<file path="config.mk">
export PLATFORM = sky130hd
export DESIGN_NAME = mem_port_arbiter
export DESIGN_NICKNAME = d
export VERILOG_FILES = /design/src/rtl/mem_port_arbiter.sv
export SDC_FILE = /design/constraint.sdc
export NUM_CORES = 1
export LEC_CHECK = 0
export BUFFER_PORTS_ARGS = -buffer_cell sky130_fd_sc_hd__buf_2
export CAP_MARGIN = 15
export CORE_MARGIN = 8
export CORE_UTILIZATION = 40
export DETAILED_ROUTE_END_ITERATION = 16
export PLACE_DENSITY = 0.6
export SYNTH_ARGS = -nofsm -noshare
export SYNTH_HDL_FRONTEND = slang
export SYNTH_SLANG_ARGS = --single-unit
</file>
<file path="constraint.sdc">
create_clock -name clk -period 18 [get_ports clk]
set_input_delay 1.8 -clock clk [delete_from_list [all_inputs] [get_ports clk]]
set_output_delay 1.8 -clock clk [all_outputs]
set_load 0.05 [all_outputs]
</file>
<file path="src/rtl/mem_port_arbiter.sv">
// rtl/mem_port_arbiter.sv - round-robin arbiter sharing two RAM ports among NUM_CORES cores
module mem_port_arbiter #(
  parameter int NUM_CORES = 4,
  parameter int ADDR_W    = 9,
  parameter int DATA_W    = 16,
  parameter int DEPTH     = 32
) (
  input  logic                        clk,
  input  logic                        rst_n,
  input  logic [NUM_CORES-1:0]        core_req,
  input  logic [NUM_CORES-1:0]        core_we,
  input  logic [NUM_CORES*ADDR_W-1:0] core_addr,
  input  logic [NUM_CORES*DATA_W-1:0] core_wdata,
  output logic [NUM_CORES-1:0]        core_gnt,
  output logic [NUM_CORES-1:0]        core_rvalid,
  output logic [NUM_CORES*DATA_W-1:0] core_rdata,
  output logic [NUM_CORES-1:0]        core_err,
  output logic                        write_en1,
  output logic                        read_en1,
  output logic [ADDR_W-1:0]           addr1,
  output logic [DATA_W-1:0]           Data_in1,
  input  logic [DATA_W-1:0]           Data_out1,
  output logic                        write_en2,
  output logic                        read_en2,
  output logic [ADDR_W-1:0]           addr2,
  output logic [DATA_W-1:0]           Data_in2,
  input  logic [DATA_W-1:0]           Data_out2
);
  localparam int IDX_W = $clog2(NUM_CORES);
  localparam logic [ADDR_W:0] DEPTH_L = (ADDR_W+1)'(DEPTH);
  typedef logic [IDX_W-1:0] idx_t;

  idx_t rr_ptr, p1, p2, last_idx, own1, own2;
  logic f1, f2, we1, we2, ok1, ok2;
  logic own1_rd, own2_rd, own1_oor, own2_oor;
  logic [NUM_CORES-1:0] err_q, err_d, gnt, rv;
  logic [NUM_CORES*DATA_W-1:0] rd;

  // Port 2 takes the next requester in scan order that does not collide with the port-1 winner.
  always_comb begin
    int idx;
    idx = 0;
    f1 = 1'b0;
    f2 = 1'b0;
    p1 = '0;
    p2 = '0;
    for (int k = 0; k < NUM_CORES; k++) begin
      idx = int'(rr_ptr) + k;
      if (idx >= NUM_CORES) idx = idx - NUM_CORES;
      if (rst_n && core_req[idx]) begin
        if (!f1) begin
          f1 = 1'b1;
          p1 = idx_t'(idx);
        end else if (!f2 &&
                     !((core_addr[idx*ADDR_W +: ADDR_W] == core_addr[int'(p1)*ADDR_W +: ADDR_W]) &&
                       (core_we[idx] || core_we[p1]))) begin
          f2 = 1'b1;
          p2 = idx_t'(idx);
        end
      end
    end
  end

  always_comb begin
    addr1    = f1 ? core_addr[int'(p1)*ADDR_W +: ADDR_W] : '0;
    addr2    = f2 ? core_addr[int'(p2)*ADDR_W +: ADDR_W] : '0;
    Data_in1 = f1 ? core_wdata[int'(p1)*DATA_W +: DATA_W] : '0;
    Data_in2 = f2 ? core_wdata[int'(p2)*DATA_W +: DATA_W] : '0;
    we1      = f1 & core_we[p1];
    we2      = f2 & core_we[p2];
    ok1      = {1'b0, addr1} < DEPTH_L;
    ok2      = {1'b0, addr2} < DEPTH_L;
    write_en1 = we1 & ok1;
    read_en1  = f1 & ~we1 & ok1;
    write_en2 = we2 & ok2;
    read_en2  = f2 & ~we2 & ok2;
  end

  always_comb begin
    gnt   = '0;
    err_d = '0;
    if (f1) begin
      gnt[p1]   = 1'b1;
      err_d[p1] = ~ok1;
    end
    if (f2) begin
      gnt[p2]   = 1'b1;
      err_d[p2] = ~ok2;
    end
    last_idx = f2 ? p2 : p1;
  end

  assign core_gnt = gnt;

  always_ff @(posedge clk) begin
    if (!rst_n) begin
      rr_ptr   <= '0;
      own1     <= '0;
      own2     <= '0;
      own1_rd  <= 1'b0;
      own2_rd  <= 1'b0;
      own1_oor <= 1'b0;
      own2_oor <= 1'b0;
      err_q    <= '0;
    end else begin
      own1     <= p1;
      own2     <= p2;
      own1_rd  <= f1 & ~we1;
      own2_rd  <= f2 & ~we2;
      own1_oor <= ~ok1;
      own2_oor <= ~ok2;
      err_q    <= err_d;
      if (f1) rr_ptr <= (int'(last_idx) == NUM_CORES-1) ? '0 : last_idx + 1'b1;
    end
  end

  // Out-of-range reads still return a valid pulse, but with zero data.
  always_comb begin
    rv = '0;
    rd = '0;
    if (rst_n && own1_rd) begin
      rv[own1] = 1'b1;
      rd[int'(own1)*DATA_W +: DATA_W] = own1_oor ? '0 : Data_out1;
    end
    if (rst_n && own2_rd) begin
      rv[own2] = 1'b1;
      rd[int'(own2)*DATA_W +: DATA_W] = own2_oor ? '0 : Data_out2;
    end
  end

  assign core_rvalid = rv;
  assign core_rdata  = rd;
  assign core_err    = rst_n ? err_q : '0;
endmodule

</file>
Word-level counts from Yosys, hierarchy flattened

Index checks and enable logic that the tools add are counted.

Reduce and logical (&&, ||, !) cells: 22
Shift-type cells: 14
Bitwise logic cells: 16
$add $sub $neg: 10
Equality and inequality tests: 4
Mux-type cells: 91
$mul: 8
$lt $le $gt $ge: 21

Operator list:

| cell                     | count |
|---|---|
| $shiftx 36x7->9          | 5 |
| $lt 32x4->1 const B      | 4 |
| $mux 32                  | 4 |
| $mux 64                  | 2 |
| $shift 16x33->64 const A | 2 |
| $shiftx 16x33->64        | 2 |
| $shiftx 64x7->16         | 2 |
| $shiftx 36x32->9         | 3 |
| $mul 32x5->32 const B    | 3 |
| $neg 6->33               | 2 |
| $and 64x64->64           | 1 |
| $bwmux 64                | 1 |
| $mux 16                  | 4 |
| $mux 1                   | 36 |
| $mux 2                   | 18 |
| $mul 2x4->6 const B      | 5 |
| $mux 4                   | 7 |
| $eq 9x9->1               | 3 |
| $bmux 1 s2               | 12 |
| $lt 2x3->1 const B       | 7 |
| $lt 9x6->1 const B       | 2 |
| $mux 9                   | 2 |
| $logic_and 1x1->1        | 15 |
| $sub 3x3->4 const B      | 3 |
| 16 further kinds         | 41 |

Output and inout port bits: 130
Register bits after elaboration: 14
Bits of input ports: 142

Logic depth before layout (Yosys ltp)

Gate-level depths: netlist of run 1.

Depth in word-level cells: 31
Gate-level depth with buffers: 32

Worst setup path after synthesis of run 1

No wires, ideal clock.

Kind: reg-to-output
Start point: register rr_ptr[0]
End point: output read_en2
Slack: 8.534 ns
Arrival time: 7.666 ns
Cell stages (with the launch flop): 33
Buffers on the path: 14
Path through: dfxtp_1 > buf_6 > buf_6 > buf_6 > inv_2 > buf_2 > buf_1 > ha_1 > buf_4 > buf_2 > buf_2 > buf_2 > buf_2 > buf_2 > and2_1 > ha_1 > clkbuf_1 > nor2_1 > nand2_1 > a21oi_1 > a22oi_1 > o21ai_0 > xor2_1 > nor4b_1 > a21o_1 > a21oi_2 > o31ai_2 > buf_6 > mux2i_1 > o22ai_1 > or4_1 > buf_2 > nor2b_1

RTL lines:

| item                                                                   | RTL line | RTL |
|---|---|---|
| from (decl)                                                            | 33       | `idx_t rr_ptr, p1, p2, last_idx, own1, own2;` |
| from (signal assigned)                                                 | 113      | `if (f1) rr_ptr <= (int'(last_idx) == NUM_CORES-1) ? '0 : last_idx + 1'b1;` |
| parallel branches: the longest is 26 deep, another holds $mul 32x5->32 | --       |  |
| $mux 9 *                                                               | 66       | `addr2 = f2 ? core_addr[int'(p2)*ADDR_W +: ADDR_W] : '0;` |
| named net addr2[7]                                                     | 25       | `output logic [ADDR_W-1:0] addr2,` |
| $lt 9x6->1 *                                                           | 72       | `ok2 = {1'b0, addr2} < DEPTH_L;` |
| $and 1x1->1 *                                                          | 76       | `read_en2 = f2 & ~we2 & ok2;` |
| to (decl)                                                              | 24       | `output logic read_en2,` |

Mark *: on every way through the listed nets, which the timed path passes. The select of a mux whose other input is x is not followed.

Worst setup path in the final report of run 1

Start point: register rr_ptr[1]
End point: output write_en2

Longest elaborated chain between the ends: 29

Ends and longest elaborated chain:

| item                                                                   | RTL line | RTL |
|---|---|---|
| parallel branches: the longest is 28 deep, another holds $mul 32x5->32 | --       |  |
| $and 1x1->1 *                                                          | 75       | `write_en2 = we2 & ok2;` |
| to (decl)                                                              | 23       | `output logic write_en2,` |

Mark *: on every way between the ends. The select of a mux whose other input is x is not followed.

==> results of run 1 <==
cell usage after synthesis, types with 30 or more instances:
| master | n | area share |
|---|---|---|
| mux2i_1 | 95 | 0.093 |
| and2_1 | 43 | 0.026 |
| a21oi_1 | 47 | 0.023 |
| o22ai_1 | 79 | 0.049 |
| o21ai_0 | 42 | 0.021 |
| nand2_1 | 181 | 0.067 |
| buf_2 | 30 | 0.015 |
| nor2_1 | 59 | 0.022 |
| nand2b_1 | 48 | 0.029 |
| mux4_2 | 82 | 0.18 |
| clkbuf_1 | 102 | 0.038 |
| nand3_1 | 49 | 0.024 |
| mux2_2 | 42 | 0.046 |
worst min-delay path by stage:
stage	start	to
after floorplan	rr_ptr[1]	rr_ptr[1]
after global placement	rr_ptr[0]	rr_ptr[0]
after detailed placement	rr_ptr[0]	rr_ptr[0]
after CTS	rr_ptr[0]	rr_ptr[0]
after global routing	rr_ptr[0]	rr_ptr[0]
final	rr_ptr[0]	rr_ptr[0]
flip-flops by register name, indices dropped and copies added, names as in the netlist:
name,count
err_q,4
own2_oor,1
own1_oor,1
own1_rd,1
own2,2
rr_ptr,2
own1,2
own2_rd,1
power by group through the flow:
stage,registers [mW],clock network [mW],logic (mW)
2_1_floorplan,0.0539,0,1.67
3_3_place_gp,0.0751,0,2.06
3_5_place_dp,0.0749,0,2.06
4_1_cts,0.0742,0.0486,2.07
5_1_grt,0.0779,0.0506,2.25
6_report,0.0751,0.0484,2.10
critical path, cell delays in order, from the launching register on:
cell and delay (ns):
dfxtp_2 0.31, buf_4 0.44, inv_1 0.46, ha_4 1.00, buf_4 0.57, and2_1 0.20
ha_1 0.37, and4b_1 0.31, and2_1 0.19, nand4_1 0.09, o21ai_0 0.10, and3b_1 0.21
nor4_1 0.31, nor4b_1 0.85, a21oi_1 0.18, a2111o_1 0.49, o311ai_4 0.09, buf_4 0.48
or2b_2 0.25, o22ai_1 0.10, or4_1 0.71, nor3b_2 0.22, buf_2 0.28
area by class of cell:
cell class              instances  area share
repair buffers                287      0.1303
well taps                     330     0.03596
clock buffers                   4    0.007738
multi-input cells            1132      0.7913
flip-flops and latches         14     0.02485
inverters                      30    0.009808
cells by family (layout without fill, tap and decap cells):
group | Yosys count | in the layout | synth area share
adder cells (fa/ha/maj) | 27 | 27 | 0.03391
flip-flops | 14 | 14 | 0.02753
AND/OR/NAND/NOR | 486 | 486 | 0.2399
AO/OA/AOI/OAI | 370 | 370 | 0.2638
XOR/XNOR | 25 | 25 | 0.02150
buffers and inverters | 190 | 321 | 0.08344
multiplexers | 224 | 224 | 0.3299
placed cells by master, fill, tap and decap left out, types with 25 or more instances in the layout:
| cell type | Yosys | layout |
|---|---|---|
| o22ai_1 | 79 | 79 |
| mux2_2 | 42 | 42 |
| mux2i_1 | 95 | 95 |
| mux4_2 | 82 | 82 |
| ha_1 | 26 | 25 |
| and2_1 | 43 | 43 |
| nand3_1 | 49 | 49 |
| a21oi_1 | 47 | 47 |
| nand2_1 | 181 | 181 |
| nor2_1 | 59 | 59 |
| o21ai_0 | 42 | 41 |
| buf_2 | 30 | 271 |
| nand2b_1 | 48 | 48 |
| o211a_1 | 26 | 26 |
per-layer routing:
| layer | track usage | part of all wire | routed length (um) | vias to the layer above |
|---|---|---|---|---|
| li1 | - | - | - | 5410 |
| met1 | 0.3527 | 0.39 | 17810 | 5951 |
| met2 | 0.4611 | 0.46 | 21280 | 841 |
| met3 | 0.06120 | 0.10 | 4731 | 184 |
| met4 | 0.1197 | 0.051 | 2376 | 0 |
| met5 | 0 | 0 | 0 | - |
through the flow:
stage,std cells,cell area [um^2],hold slack (ns)
2_1_floorplan,1336,10180,1.148
3_3_place_gp,1792,11360,0.7562
3_5_place_dp,1792,11360,0.7538
4_1_cts,1796,11450,0.7607
5_1_grt,1797,11480,0.7881
6_report,1797,11480,0.7657
==> reports/results.ini, run 1 <==
[status]
status=complete, no violations

[setup_path]
worstReg2RegEnd=err_q[3]
critPathMaxFanout=67
endpoint=write_en2
critPathRequiredTime_ns=16.20
endpoint_kind=primary output
setup.worst_path.class=flop to primary output
r2r_start=rr_ptr[1]
r2r_slack_ns=9.77
startpoint=rr_ptr[1]
crit_arrival_ns=8.55
r2r_cells=21
start_kind=flop

[cts]
clk_latency_ns=0.25
path_clk_slew_ns=0.05
cts_buffers=3
ctsRootBufferMaster=clkbuf_16
clockBufferDepth=2
post_cts_buffers=0
cts_tree=yes
cts.htree.levels=1
cts.sinks=14
cts_hold_buffers=0
cts_resized=0

[logic_synthesis]
ys_types=91
seq_area_frac_synth=0.02753
syn_avg_cell_area_um2=7.621
syn-instance-count=1336
synth-main-ff-cell=dfxtp_1
yosysWarnings=0
syn_area_um2=10180
synth_nets=1505
postSynth.asyncResetShare=0
ys_ff_latch=14
synth_edf_count=0

[route]
wl_per_cell_um=25.71
initialDrtViolationCount=1418
antenna_left=0
first_pass_iters=5
drc=0
routed_wl_um=46210
route.vias.total=12390
viasPerCell=6.893

[pwr]
p_leak_nw=4.900
intPower_mw=0.8555
power_mw=2.226
netSwitchingFraction=0.6157
p_clk_frac=0.022
seq_power_share=0.034
ir_drop_mv=0.1321
power_frac_comb=0.944
power.density_nw_per_um2=193.9
p_switching_mw=1.371

[final_layout]
multi_input_area_um2=9085
postLayoutCoreUtil=0.4572
drive_gt1_frac=0.3054
final_nets=1637
area_growth_pct=12.75
antennaDiodeCount=0
regArea_um2=285.3
fillers=2617

[global_route]
grt_max_degree=76
track_usage=0.2818
antenna_found_initial=0
grt_pass1_wl_um=70460
grt_pass1_vias=11830
overflow=0

[flow_run]
maxCapViolCount=0

[timing]
slew_viol_final=0
tightestPinTransition_ns=1.001
fin_skew_ns=0.0007430
relSlewSlack=0.3265
finalSetupViolations=0
max_freq_mhz=96.63
rsz0062_at_grt=false
setup_tns_ns=0
period_needed_ns=10.35
post-route-worst-setup-slack_ns=7.651
min_period_over_period=0.5750
finalHoldViolCount=0

[hold_path]
hold_depth=2
hold_class=flop to flop

[place]
gp_congestion=0.9434
pre_cts_ws_ns=8.087
hpwl_um=31750
port_buffers=271

[die]
die_h_um=175.6
io_pins=272
die-area_um2=30820
die_x_um=175.6
start_util=0.4055
num_rows=58
core_area_um2=25110

No activity file was read; power rests on OpenSTA's default activity.
==> run 2: changes to the inputs <==
==> constraint.sdc (replaced) <==
create_clock -name clk -period 10.1 [get_ports clk]
set_input_delay 1.01 -clock clk [delete_from_list [all_inputs] [get_ports clk]]
set_output_delay 1.01 -clock clk [all_outputs]
set_load 0.05 [all_outputs]
==> run 2 against run 1 <==
  * Global-route usage is 0.098 points higher
  * Critical endpoint unchanged
  * Worst hold slack gained 0.11 ns
  * Critical path type unchanged
  * Final area about the same
  * Final cell count grew 0.17%
  * Worst setup slack got worse by 6.3 ns
  * Largest cell class unchanged
  * Combinational power rose by 80%
  * Flip-flop and latch count stayed put
  * First-iteration DRC count is 1.4% higher
  * Highest routed layer unchanged
==> reports/results.ini, run 2 (synthesis gave the netlist of run 1 again) <==
[route]
first_pass_iters=6
route.vias.total=12350
wl_per_cell_um=26.02
routed_wl_um=46840
drc=0
viasPerCell=6.860
initialDrtViolationCount=1438
antenna_left=0

[cts]
clk_latency_ns=0.24
path_clk_slew_ns=0.05
ctsRootBufferMaster=clkbuf_16
cts_buffers=3
cts_hold_buffers=0
cts_tree=yes
clockBufferDepth=2
cts_resized=0
cts.htree.levels=1
cts.sinks=14
post_cts_buffers=0

[final_layout]
layout_common_cells=271 x buf_2, 181 x nand2_1, 95 x mux2i_1, 82 x mux4_2, 79 x o22ai_1
instances_no_fill=1800
drive_gt1_frac=0.3068
antennaDiodeCount=0
largest_reg_flops=4
regMostFlops=err_q
area_growth_pct=12.78
design_area_um2=11480
final_common_cell=buf_2
final_nets=1640

[pwr]
seq_power_share=0.032
p_switching_mw=2.466
ir_drop_mv=0.2294
p_leak_nw=4.906
netSwitchingFraction=0.6188
power_frac_comb=0.947
p_clk_frac=0.021
intPower_mw=1.519
power.density_nw_per_um2=347.0

[die]
start_util=0.4055
die_h_um=175.6
die_x_um=175.6
core_area_um2=25110
io_pins=272
num_rows=58
die-area_um2=30820

[hold_path]
hold_class=flop to flop
hold-path-endpoint=rr_ptr[1]
min_from=rr_ptr[1]
hold_depth=3

[status]
status=complete, no violations

[timing]
min_period_over_period=0.8621
finalHoldViolCount=0
setup_tns_ns=0
max_freq_mhz=114.8
fin_skew_ns=0.006114
finalSetupViolations=0
period_needed_ns=8.707
whs_ns=0.8719
relSlewSlack=0.3757
rsz0062_at_grt=false
post-route-worst-setup-slack_ns=1.393
tightestPinTransition_ns=0.9365
slew_viol_final=0

[setup_path]
crit_path_frequent_cell=buf_4
path_buf_inv=6
max_stage_delay_ns=0.72
worstReg2RegEnd=err_q[1]
setup.worst_path.class=flop to primary output
start_kind=flop
crit_family=simple AND/OR/NAND/NOR gates
r2r_slack_ns=2.70
r2r_cells=21
critPathMaxFanout=53
critPathRequiredTime_ns=9.09
worstPathCellList=buf_4 -> ha_1 -> nand2b_1 -> buf_4 -> inv_2 -> ha_1 -> nor2_1 -> inv_1 -> o31a_1 -> o21ai_0 -> a21boi_0 -> nor4_1 -> nor4b_1 -> a21oi_1 -> a2111o_1 -> o311ai_4 -> buf_4 -> or2b_2 -> o22ai_1 -> or4_1 -> nor3b_2 -> buf_2
critPathSlowestCell=ha_1
crit_arrival_ns=7.70
r2r_start=rr_ptr[1]
endpoint_kind=primary output

[place]
dp.cells=1796
pre_cts_ws_ns=1.804
hpwl_um=32340
port_buffers=271
gp_congestion=0.9541
placed_cell_area_um2=11390

[global_route]
overflow=0
track_usage=0.2828
grt_max_degree=74
grt_pass1_vias=11780
grt_pass1_wl_um=70170
antenna_found_initial=0

[flow_run]
maxCapViolCount=0

==> run 2: cell types whose count changed in the layout (fill, tap and decap cells not counted), sizes merged <==
cell,change
buf,+3
==> run 2: how the worst max path moves through the flow <==
| stage | start | to | cells past startpoint |
|---|---|---|---|
| floorplan | rr_ptr[0] | read_en2 | 32 |
| global placement | rr_ptr[1] | write_en2 | 22 |
| detailed placement | rr_ptr[1] | write_en2 | 22 |
| CTS | rr_ptr[1] | write_en2 | 22 |
| global route | rr_ptr[1] | write_en2 | 22 |
| finish | rr_ptr[1] | write_en2 | 22 |
==> run 2: routing by layer <==
| layer | part of all wire | track usage |
|---|---|---|
| met1 | 0.39 | 0.3563 |
| met2 | 0.47 | 0.4716 |
| met3 | 0.095 | 0.04746 |
| met4 | 0.047 | 0.1173 |
| met5 | 0 | 0 |
==> run 2: per-stage QoR <==
step	util	power, mW
4_1_cts	0.4573	3.930
5_1_grt	0.4573	4.242
3_5_place_dp	0.4538	3.830
2_1_floorplan	-	3.070
3_3_place_gp	0.4538	3.851
6_report	0.4573	3.984
==> run 2: cell type report <==
type,instances,area (um^2)
clock buffer,4,88.84
timing repair buffer,290,1499
multi-input combinational,1132,9085
tap,330,412.9
inverter,30,112.6
fill,2593,13630
sequential,14,285.3
==> run 2: power groups by stage <==
stage | combinational [mW] | sequential, mW | clock (mW)
4_1_cts | 3.72 | 0.127 | 0.0839
6_report | 3.77 | 0.127 | 0.0834
3_3_place_gp | 3.72 | 0.127 | 0
2_1_floorplan | 2.97 | 0.0961 | 0
3_5_place_dp | 3.70 | 0.128 | 0
5_1_grt | 4.02 | 0.133 | 0.0862
==> run 2: tightest hold or removal path: cells and delay by family (launching register included) <==
family | cells | cell delay, ns
AO/OA/AOI/OAI | 1 | 0.09
buffers and inverters | 1 | 0.28
AND/OR/NAND/NOR | 1 | 0.12
flip-flops | 1 | 0.31
